==> src/rtl/ip_pkg.sv <==
// -----------------------------------------------------------------------------
// ip_pkg
// Shared IPv4 header definitions for the byte-serial transmit encoder and the
// receive-side decoder: fixed header constants, FSM state encoding, the latched
// header field bundle and a helper that returns 16-bit header word n.
// -----------------------------------------------------------------------------
package ip_pkg;

   localparam logic [3:0] IP_VERSION_4   = 4'h4;
   localparam logic [3:0] IP_IHL_MIN     = 4'h5;
   localparam int         IP_HDR_BYTES   = 20;
   localparam int         IP_CSUM_OFFSET = 10;   // byte offset of checksum MSB

   typedef enum logic [1:0] {
      ST_IDLE = 2'd0,
      ST_CSUM = 2'd1,
      ST_SEND = 2'd2
   } ip_state_e;

   typedef struct packed {
      logic [7:0]  dscp;
      logic [15:0] total_length;
      logic [15:0] id_code;
      logic [2:0]  flags;
      logic [12:0] frag_offset;
      logic [7:0]  ttl;
      logic [7:0]  protocol;
      logic [31:0] src_ip;
      logic [31:0] dst_ip;
   } ip_hdr_t;

   // Header word n (0..9). Word 5 is the checksum field, which reads as zero
   // while the checksum itself is being computed.
   function automatic logic [15:0] ip_hdr_word(input ip_hdr_t h, input logic [3:0] idx);
      logic [15:0] w;
      case (idx)
         4'd0:    w = {IP_VERSION_4, IP_IHL_MIN, h.dscp};
         4'd1:    w = h.total_length;
         4'd2:    w = h.id_code;
         4'd3:    w = {h.flags, h.frag_offset};
         4'd4:    w = {h.ttl, h.protocol};
         4'd6:    w = h.src_ip[31:16];
         4'd7:    w = h.src_ip[15:0];
         4'd8:    w = h.dst_ip[31:16];
         4'd9:    w = h.dst_ip[15:0];
         default: w = 16'h0000;
      endcase
      return w;
   endfunction

endpackage

==> src/rtl/ip_csum_add16.sv <==
// -----------------------------------------------------------------------------
// ip_csum_add16
// Combinational 16-bit ones-complement addition with end-around carry, as used
// by the IPv4 header checksum.
//   a, b : 16-bit operands
//   sum  : ones-complement sum (carry out of bit 15 folded back into bit 0)
// -----------------------------------------------------------------------------
module ip_csum_add16 (
   input  logic [15:0] a,
   input  logic [15:0] b,
   output logic [15:0] sum
);

   logic [16:0] sum17;

   // The folded carry cannot ripple out again: the largest raw sum is 0x1FFFE,
   // whose low half plus one is still 0xFFFF.
   always_comb begin
      sum17 = {1'b0, a} + {1'b0, b};
      sum   = sum17[15:0] + {15'd0, sum17[16]};
   end

endmodule

==> src/rtl/ip_encode_pri8.sv <==
// -----------------------------------------------------------------------------
// ip_encode_pri8
// Byte-serial IPv4 header encoder. A start pulse in IDLE latches the header
// fields; the checksum is then accumulated one 16-bit word per cycle (10
// cycles) and the 20-byte header is streamed MSB-first over valid/ready.
//
// Ports
//   clk, sync_reset        : clock, synchronous active-high reset
//   start                  : build request, honoured only in IDLE
//   dscp .. dstIp          : header fields, captured on the start edge
//   data_out               : header byte
//   data_out_valid/_ready  : handshake toward the frame assembler
//   data_out_last          : marks header byte 19
//   busy                   : high whenever not IDLE
//   header_done            : one-cycle pulse after the final byte is accepted
//   checkSum               : computed checksum, held until the next header
// -----------------------------------------------------------------------------
module ip_encode_pri8
   import ip_pkg::*;
#(
   parameter int AVL_SIZE  = 8,
   parameter int BYTE_SIZE = 8,
   parameter int IP_SIZE   = 32,
   parameter int HDR_WORDS = 10
) (
   input  logic                clk,
   input  logic                sync_reset,
   input  logic                start,
   input  logic [7:0]          dscp,
   input  logic [15:0]         totalLength,
   input  logic [15:0]         idCode,
   input  logic [2:0]          flags,
   input  logic [12:0]         fragmentOffset,
   input  logic [7:0]          timeToLive,
   input  logic [7:0]          protocol,
   input  logic [IP_SIZE-1:0]  srcIp,
   input  logic [IP_SIZE-1:0]  dstIp,
   output logic [AVL_SIZE-1:0] data_out,
   output logic                data_out_valid,
   input  logic                data_out_ready,
   output logic                data_out_last,
   output logic                busy,
   output logic                header_done,
   output logic [15:0]         checkSum
);

   localparam logic [3:0] LAST_WORD = 4'(HDR_WORDS - 1);
   localparam logic [4:0] LAST_BYTE = 5'(IP_HDR_BYTES - 1);
   localparam logic [4:0] CSUM_MSB  = 5'(IP_CSUM_OFFSET);
   localparam logic [4:0] CSUM_LSB  = 5'(IP_CSUM_OFFSET + 1);

   ip_state_e      state_q, state_d;
   ip_hdr_t        hdr_q;
   logic [3:0]     word_idx_q;
   logic [4:0]     byte_idx_q;
   logic [15:0]    acc_q;
   logic [15:0]    check_sum_q;
   logic           done_q;

   logic [15:0]    cur_word;
   logic [15:0]    acc_sum;
   logic [15:0]    tx_word;
   logic [BYTE_SIZE-1:0] hdr_byte;
   logic           send_hs;
   logic           last_byte;

   assign cur_word  = ip_hdr_word(hdr_q, word_idx_q);
   assign last_byte = (byte_idx_q == LAST_BYTE);
   assign send_hs   = (state_q == ST_SEND) && data_out_ready;

   ip_csum_add16 u_csum_add (
      .a   (acc_q),
      .b   (cur_word),
      .sum (acc_sum)
   );

   // Next-state logic.
   // NOTE: state_d is assigned a default before the case so no path through
   // this block leaves it unassigned, which would otherwise infer a latch.
   always_comb begin
      state_d = state_q;
      case (state_q)
         ST_IDLE: if (start)                    state_d = ST_CSUM;
         ST_CSUM: if (word_idx_q == LAST_WORD)  state_d = ST_SEND;
         ST_SEND: if (send_hs && last_byte)     state_d = ST_IDLE;
         default:                               state_d = ST_IDLE;
      endcase
   end

   // State and datapath registers.
   // NOTE: every register here is written with <= so all of them update from
   // the same pre-edge values; blocking writes would let later statements see
   // already-updated state.
   // NOTE: the field registers are reset along with control so a header
   // aborted by reset leaves no stale fields behind; they are flops, not RAM.
   always_ff @(posedge clk) begin
      if (sync_reset) begin
         state_q     <= ST_IDLE;
         hdr_q       <= '0;
         word_idx_q  <= '0;
         byte_idx_q  <= '0;
         acc_q       <= '0;
         check_sum_q <= '0;
         done_q      <= 1'b0;
      end else begin
         state_q <= state_d;
         done_q  <= 1'b0;
         case (state_q)
            ST_IDLE: begin
               if (start) begin
                  hdr_q      <= '{dscp:         dscp,
                                  total_length: totalLength,
                                  id_code:      idCode,
                                  flags:        flags,
                                  frag_offset:  fragmentOffset,
                                  ttl:          timeToLive,
                                  protocol:     protocol,
                                  src_ip:       srcIp,
                                  dst_ip:       dstIp};
                  word_idx_q <= '0;
                  acc_q      <= '0;
               end
            end
            ST_CSUM: begin
               acc_q      <= acc_sum;
               word_idx_q <= word_idx_q + 4'd1;
               if (word_idx_q == LAST_WORD) begin
                  check_sum_q <= ~acc_sum;
                  byte_idx_q  <= '0;
               end
            end
            ST_SEND: begin
               if (send_hs) begin
                  if (last_byte) done_q     <= 1'b1;
                  else           byte_idx_q <= byte_idx_q + 5'd1;
               end
            end
            default: ;
         endcase
      end
   end

   // Output byte is selected from registered fields/index only, so it cannot
   // move while the receiver stalls.
   always_comb begin
      tx_word  = ip_hdr_word(hdr_q, byte_idx_q[4:1]);
      hdr_byte = '0;
      if (state_q == ST_SEND) begin
         if (byte_idx_q == CSUM_MSB)      hdr_byte = check_sum_q[15:8];
         else if (byte_idx_q == CSUM_LSB) hdr_byte = check_sum_q[7:0];
         else if (byte_idx_q[0])          hdr_byte = tx_word[7:0];
         else                             hdr_byte = tx_word[15:8];
      end
   end

   assign data_out       = hdr_byte;
   assign data_out_valid = (state_q == ST_SEND);
   assign data_out_last  = (state_q == ST_SEND) && last_byte;
   assign busy           = (state_q != ST_IDLE);
   assign header_done    = done_q;
   assign checkSum       = check_sum_q;

endmodule

==> config.mk <==
export PLATFORM = sky130hd
export DESIGN_NAME = ip_encode_pri8
export DESIGN_NICKNAME = d
export VERILOG_FILES = /design/src/rtl/ip_pkg.sv /design/src/rtl/ip_csum_add16.sv /design/src/rtl/ip_encode_pri8.sv
export SDC_FILE = /design/constraint.sdc
export NUM_CORES = 1
export LEC_CHECK = 0
export ABC_AREA = 0
export ABC_CLOCK_PERIOD_IN_PS = 9800
export BUFFER_PORTS_ARGS = -buffer_cell sky130_fd_sc_hd__buf_2
export CAP_MARGIN = 20
export CORE_MARGIN = 5
export CORE_UTILIZATION = 55
export DETAILED_ROUTE_END_ITERATION = 7
export PLACE_DENSITY = 0.79
export SLEW_MARGIN = 20
export SYNTH_ARGS = -nofsm -noshare
export SYNTH_HDL_FRONTEND = slang
export SYNTH_SLANG_ARGS = --single-unit
==> constraint.sdc <==
create_clock -name clk -period 9.8 [get_ports clk]
set_clock_uncertainty 0.15 [all_clocks]
set_input_delay 1.96 -clock clk [delete_from_list [all_inputs] [get_ports clk]]
set_output_delay 1.96 -clock clk [all_outputs]
set_load 0.02 [all_outputs]
==> impl_table.tex <==
\begin{tabular}{lr}
\hline
Metric & Value \\
\hline
\multicolumn{2}{l}{\textbf{Run status}} \\
Run status & complete, but fails checks \\
Violated checks & DRC \\
\multicolumn{2}{l}{\textbf{Cells and area}} \\
Final std cells w/o fill & about 1600 \\
Area growth, synth to finish & 16.0\% \\
Count of nets after finishing & 1499 \\
Fraction of final layout cells with drive strength greater than 1 & between 10\% and 20\% \\
Number of antenna cells inserted & 0 \\
Final-layout fill cell count & around 1500 \\
\multicolumn{2}{l}{\textbf{Place}} \\
Instance count after placement with tap cells included & roughly 1500 \\
Global placement routability congestion & 0.975 \\
Half-perimeter wire length after placement & roughly 24000 um \\
Number of input and output port buffers inserted & 167 \\
\multicolumn{2}{l}{\textbf{Logic synthesis}} \\
Number of flops mapped to enable cells by yosys & 0 \\
Post-Synthesis Net Count & roughly 1400 \\
Cells after synthesis & between 1000 and 1500 \\
Async set or reset register ratio after synthesis & 0\% \\
Top FF cell, synth & sky130\_fd\_sc\_hd\_\_dfxtp\_1 \\
Part of the Yosys area used for sequential elements & 38.7\% \\
Number of distinct library cells after synthesis & 68 \\
Top area cells in the synthesized netlist & sky130\_fd\_sc\_hd\_\_dfxtp\_1, sky130\_fd\_sc\_hd\_\_nand2\_1, sky130\_fd\_sc\_hd\_\_a21oi\_1 \\
Most frequent cell after synthesis & sky130\_fd\_sc\_hd\_\_nand2\_1 \\
Register bit total from synthesis & 180 \\
Post-synth top cells & sky130\_fd\_sc\_hd\_\_nand2\_1, sky130\_fd\_sc\_hd\_\_a21oi\_1, sky130\_fd\_sc\_hd\_\_dfxtp\_1 \\
Synth Warn \# & 0 \\
Mean area per synthesized cell & 7.56 um\^{}2 \\
Area share of the largest cell type after synthesis & 38.7\% \\
Synthesized area & 9310 um\^{}2 \\
Biggest area consumer among synthesized cells & sky130\_fd\_sc\_hd\_\_dfxtp\_1 \\
\multicolumn{2}{l}{\textbf{STA}} \\
Max Slew Vio Count & 0 \\
Relative slew slack & 16.0\% \\
Crit share post-route & 60.3\% \\
Achievable frequency & 0.169 GHz \\
RSZ-0062 raised after global routing & no \\
Transition at the pin with the smallest max-transition slack & $\sim$1200 ps \\
Shortest period the worst path allows & 5910 ps \\
Total negative slack for setup checks & 0 ps \\
Count of final hold-check violations & 0 \\
Final setup viols & 0 \\
\multicolumn{2}{l}{\textbf{Clocking}} \\
\# Post-CTS Setup Buffers & 0 \\
Cells resized by post-CTS repair & 0 \\
Worst-Skew Late Latency & 440 ps \\
Total CTS buffers & 17 \\
Clock transition at path regs & 70 ps \\
Maximum count of clock buffers along a single path & 2 \\
CTS Root Cell & sky130\_fd\_sc\_hd\_\_clkbuf\_16 \\
TritonCTS clock tree & yes \\
Count of clock tree sinks & 180 \\
H-tree levels & 4 \\
Cts-stage hold buffer count & 0 \\
\multicolumn{2}{l}{\textbf{Worst setup path}} \\
Nature of the critical path endpoint & register \\
Arrival time of the worst setup path & 6100 ps \\
Maximum fanout along the worst path & 16 \\
Endpoint required time on the critical path & 10000 ps \\
Category of the worst setup path launch point & register \\
Path type of the worst setup path & register to register \\
\multicolumn{2}{l}{\textbf{Global routing}} \\
Vias in the first global route & slightly above 9000 \\
Wire length of the first global-routing pass & 50200 um \\
Remaining Overflow, GRT & 0 \\
Antenna violations before repair & 0 \\
Pin count of the biggest net entering global routing & 105 \\
Global router's overall resource usage & 32.2\% \\
\multicolumn{2}{l}{\textbf{Floorplanning}} \\
Die height & 140 um \\
Area enclosed by the die boundary & $\sim$20000 um\^{}2 \\
Core footprint & between 15000 and 20000 um\^{}2 \\
Io pins & 168 \\
Die Wd & approximately 140 um \\
FP Rows & 47 \\
Starting utilization of the core area & 56.1\% \\
\multicolumn{2}{l}{\textbf{Routing}} \\
Total number of vias & 9964 \\
Final routed DRC violation total & 4 \\
Post-Route WL & 32600 um \\
Detail-routed via count per cell & 6.36 \\
DRT antenna net count & 0 \\
Detail-routed net length per standard cell & approximately 21 um \\
1st-pass router iterations & 8 \\
Iter 0 DRT Violations & 1402 \\
\multicolumn{2}{l}{\textbf{Job}} \\
Number of maximum-capacitance constraint violations & 0 \\
\multicolumn{2}{l}{\textbf{Power}} \\
Power density over the cells & 159 nW/um\^{}2 \\
Leakage power of the design & 4.36 nW \\
Final Total Pwr & 1.72 mW \\
IR Drop Worst-Case VDD & about 0.13 mV \\
\multicolumn{2}{l}{\textbf{Min path}} \\
Kind of path behind the tightest hold check & register to register \\
\hline
\end{tabular}
[where the power goes]
part,switching (mW),leakage (nW),internal [mW]
combinational,0.128,2.59,0.0789
clock,0.335,0.299,0.369
sequential,0.0430,1.47,0.767
[cell type report]
cell class              count  area [um^2]  area share (%)
flip-flops and latches    180         3600            33.4
multi-input cells         945         5340            49.4
inverters                  12         45.0           0.417
repair buffers            178          921            8.53
clock inverters            15          190            1.76
well taps                 220          275            2.55
clock buffers              17          425            3.94
[final timing paths]
check | startpoint | endpoint | slack, ps | cells past startpoint
setup / recovery | word_idx_q[0] | checkSum[15] | 3890 | 23
hold / removal | checkSum[9] | checkSum[9] | 330 | 2
setup reg to reg | word_idx_q[0] | checkSum[15] | 3890 | 23
hold reg to reg | checkSum[9] | checkSum[9] | 330 | 2
[layer usage]
layer,GRT usage (%),share of wire (%)
met4,13.5,4.5
met5,0,0
met2,49.7,44
met1,42.6,40
met3,8.76,11
[critical path, cell delays in order, from the launching register on]
cell,delay [ps]
sky130_fd_sc_hd__dfxtp_1,390
sky130_fd_sc_hd__inv_1,110
sky130_fd_sc_hd__ha_1,220
sky130_fd_sc_hd__and2_1,390
sky130_fd_sc_hd__a222oi_1,460
sky130_fd_sc_hd__nand3_1,140
sky130_fd_sc_hd__a221o_1,350
sky130_fd_sc_hd__ha_1,410
sky130_fd_sc_hd__and3_4,220
sky130_fd_sc_hd__a221o_2,190
sky130_fd_sc_hd__a211oi_2,100
sky130_fd_sc_hd__o21bai_1,250
sky130_fd_sc_hd__a21o_1,180
sky130_fd_sc_hd__nand2_1,60
sky130_fd_sc_hd__nand2_1,70
sky130_fd_sc_hd__a21o_1,140
sky130_fd_sc_hd__ha_1,170
sky130_fd_sc_hd__and3_1,260
sky130_fd_sc_hd__nand4_2,240
sky130_fd_sc_hd__nor4_4,390
sky130_fd_sc_hd__nand3_1,230
sky130_fd_sc_hd__o311ai_4,350
sky130_fd_sc_hd__nor3_2,80
sky130_fd_sc_hd__nor4_2,260
[placed cells by master, fill, tap and decap left out, types with 8 or more instances in the layout]
cell,netlist,routed
sky130_fd_sc_hd__buf_4,0,12
sky130_fd_sc_hd__dfxtp_1,180,180
sky130_fd_sc_hd__nand3_1,49,49
sky130_fd_sc_hd__and2_1,12,11
sky130_fd_sc_hd__nand4_1,10,10
sky130_fd_sc_hd__a221oi_1,21,21
sky130_fd_sc_hd__a222oi_1,17,17
sky130_fd_sc_hd__inv_1,12,12
sky130_fd_sc_hd__nor3_1,13,12
sky130_fd_sc_hd__a211oi_1,12,12
sky130_fd_sc_hd__ha_1,24,24
sky130_fd_sc_hd__clkbuf_16,0,17
sky130_fd_sc_hd__o21ai_0,9,9
sky130_fd_sc_hd__nor2_1,58,58
sky130_fd_sc_hd__nand2_1,335,334
sky130_fd_sc_hd__xor2_1,9,9
sky130_fd_sc_hd__a32oi_1,8,8
sky130_fd_sc_hd__xnor2_1,12,12
sky130_fd_sc_hd__buf_2,1,166
sky130_fd_sc_hd__a21oi_1,182,182
sky130_fd_sc_hd__a21o_1,8,8
sky130_fd_sc_hd__a22oi_1,73,73
[flip-flops by register name, indices dropped and copies added (netlist names)]
name,cells
word_idx_q,4
checkSum,16
hdr_q,136
header_done,1
byte_idx_q,5
state_q,2
acc_q,16
[kinds of logic after synthesis]
kind of cell / after synthesis / share of synthesized area (%)
buffers and inverters: 107 / 4.41
adders and majority gates: 25 / 3.44
xor gates and xnor gates: 21 / 1.98
DFF: 180 / 38.7
and+or+nand+nor: 521 / 24.4
AOI/OAI and AO/OA: 377 / 26.9
muxes: 1 / 0.121
[through the flow]
stage | cell area [um^2] | setup slack (ps) | hold slack, ps | utilization [%]
floorplan | 9310 | 4700 | 296 | -
global placement | 10200 | 4300 | 313 | 61.4
detailed placement | 10200 | 4140 | 319 | 61.4
CTS | 10800 | 4070 | 330 | 65.1
global route | 10800 | 3560 | 339 | 65.1
finish | 10800 | 3890 | 326 | 65.1
(Power assumes the default switching activity.)
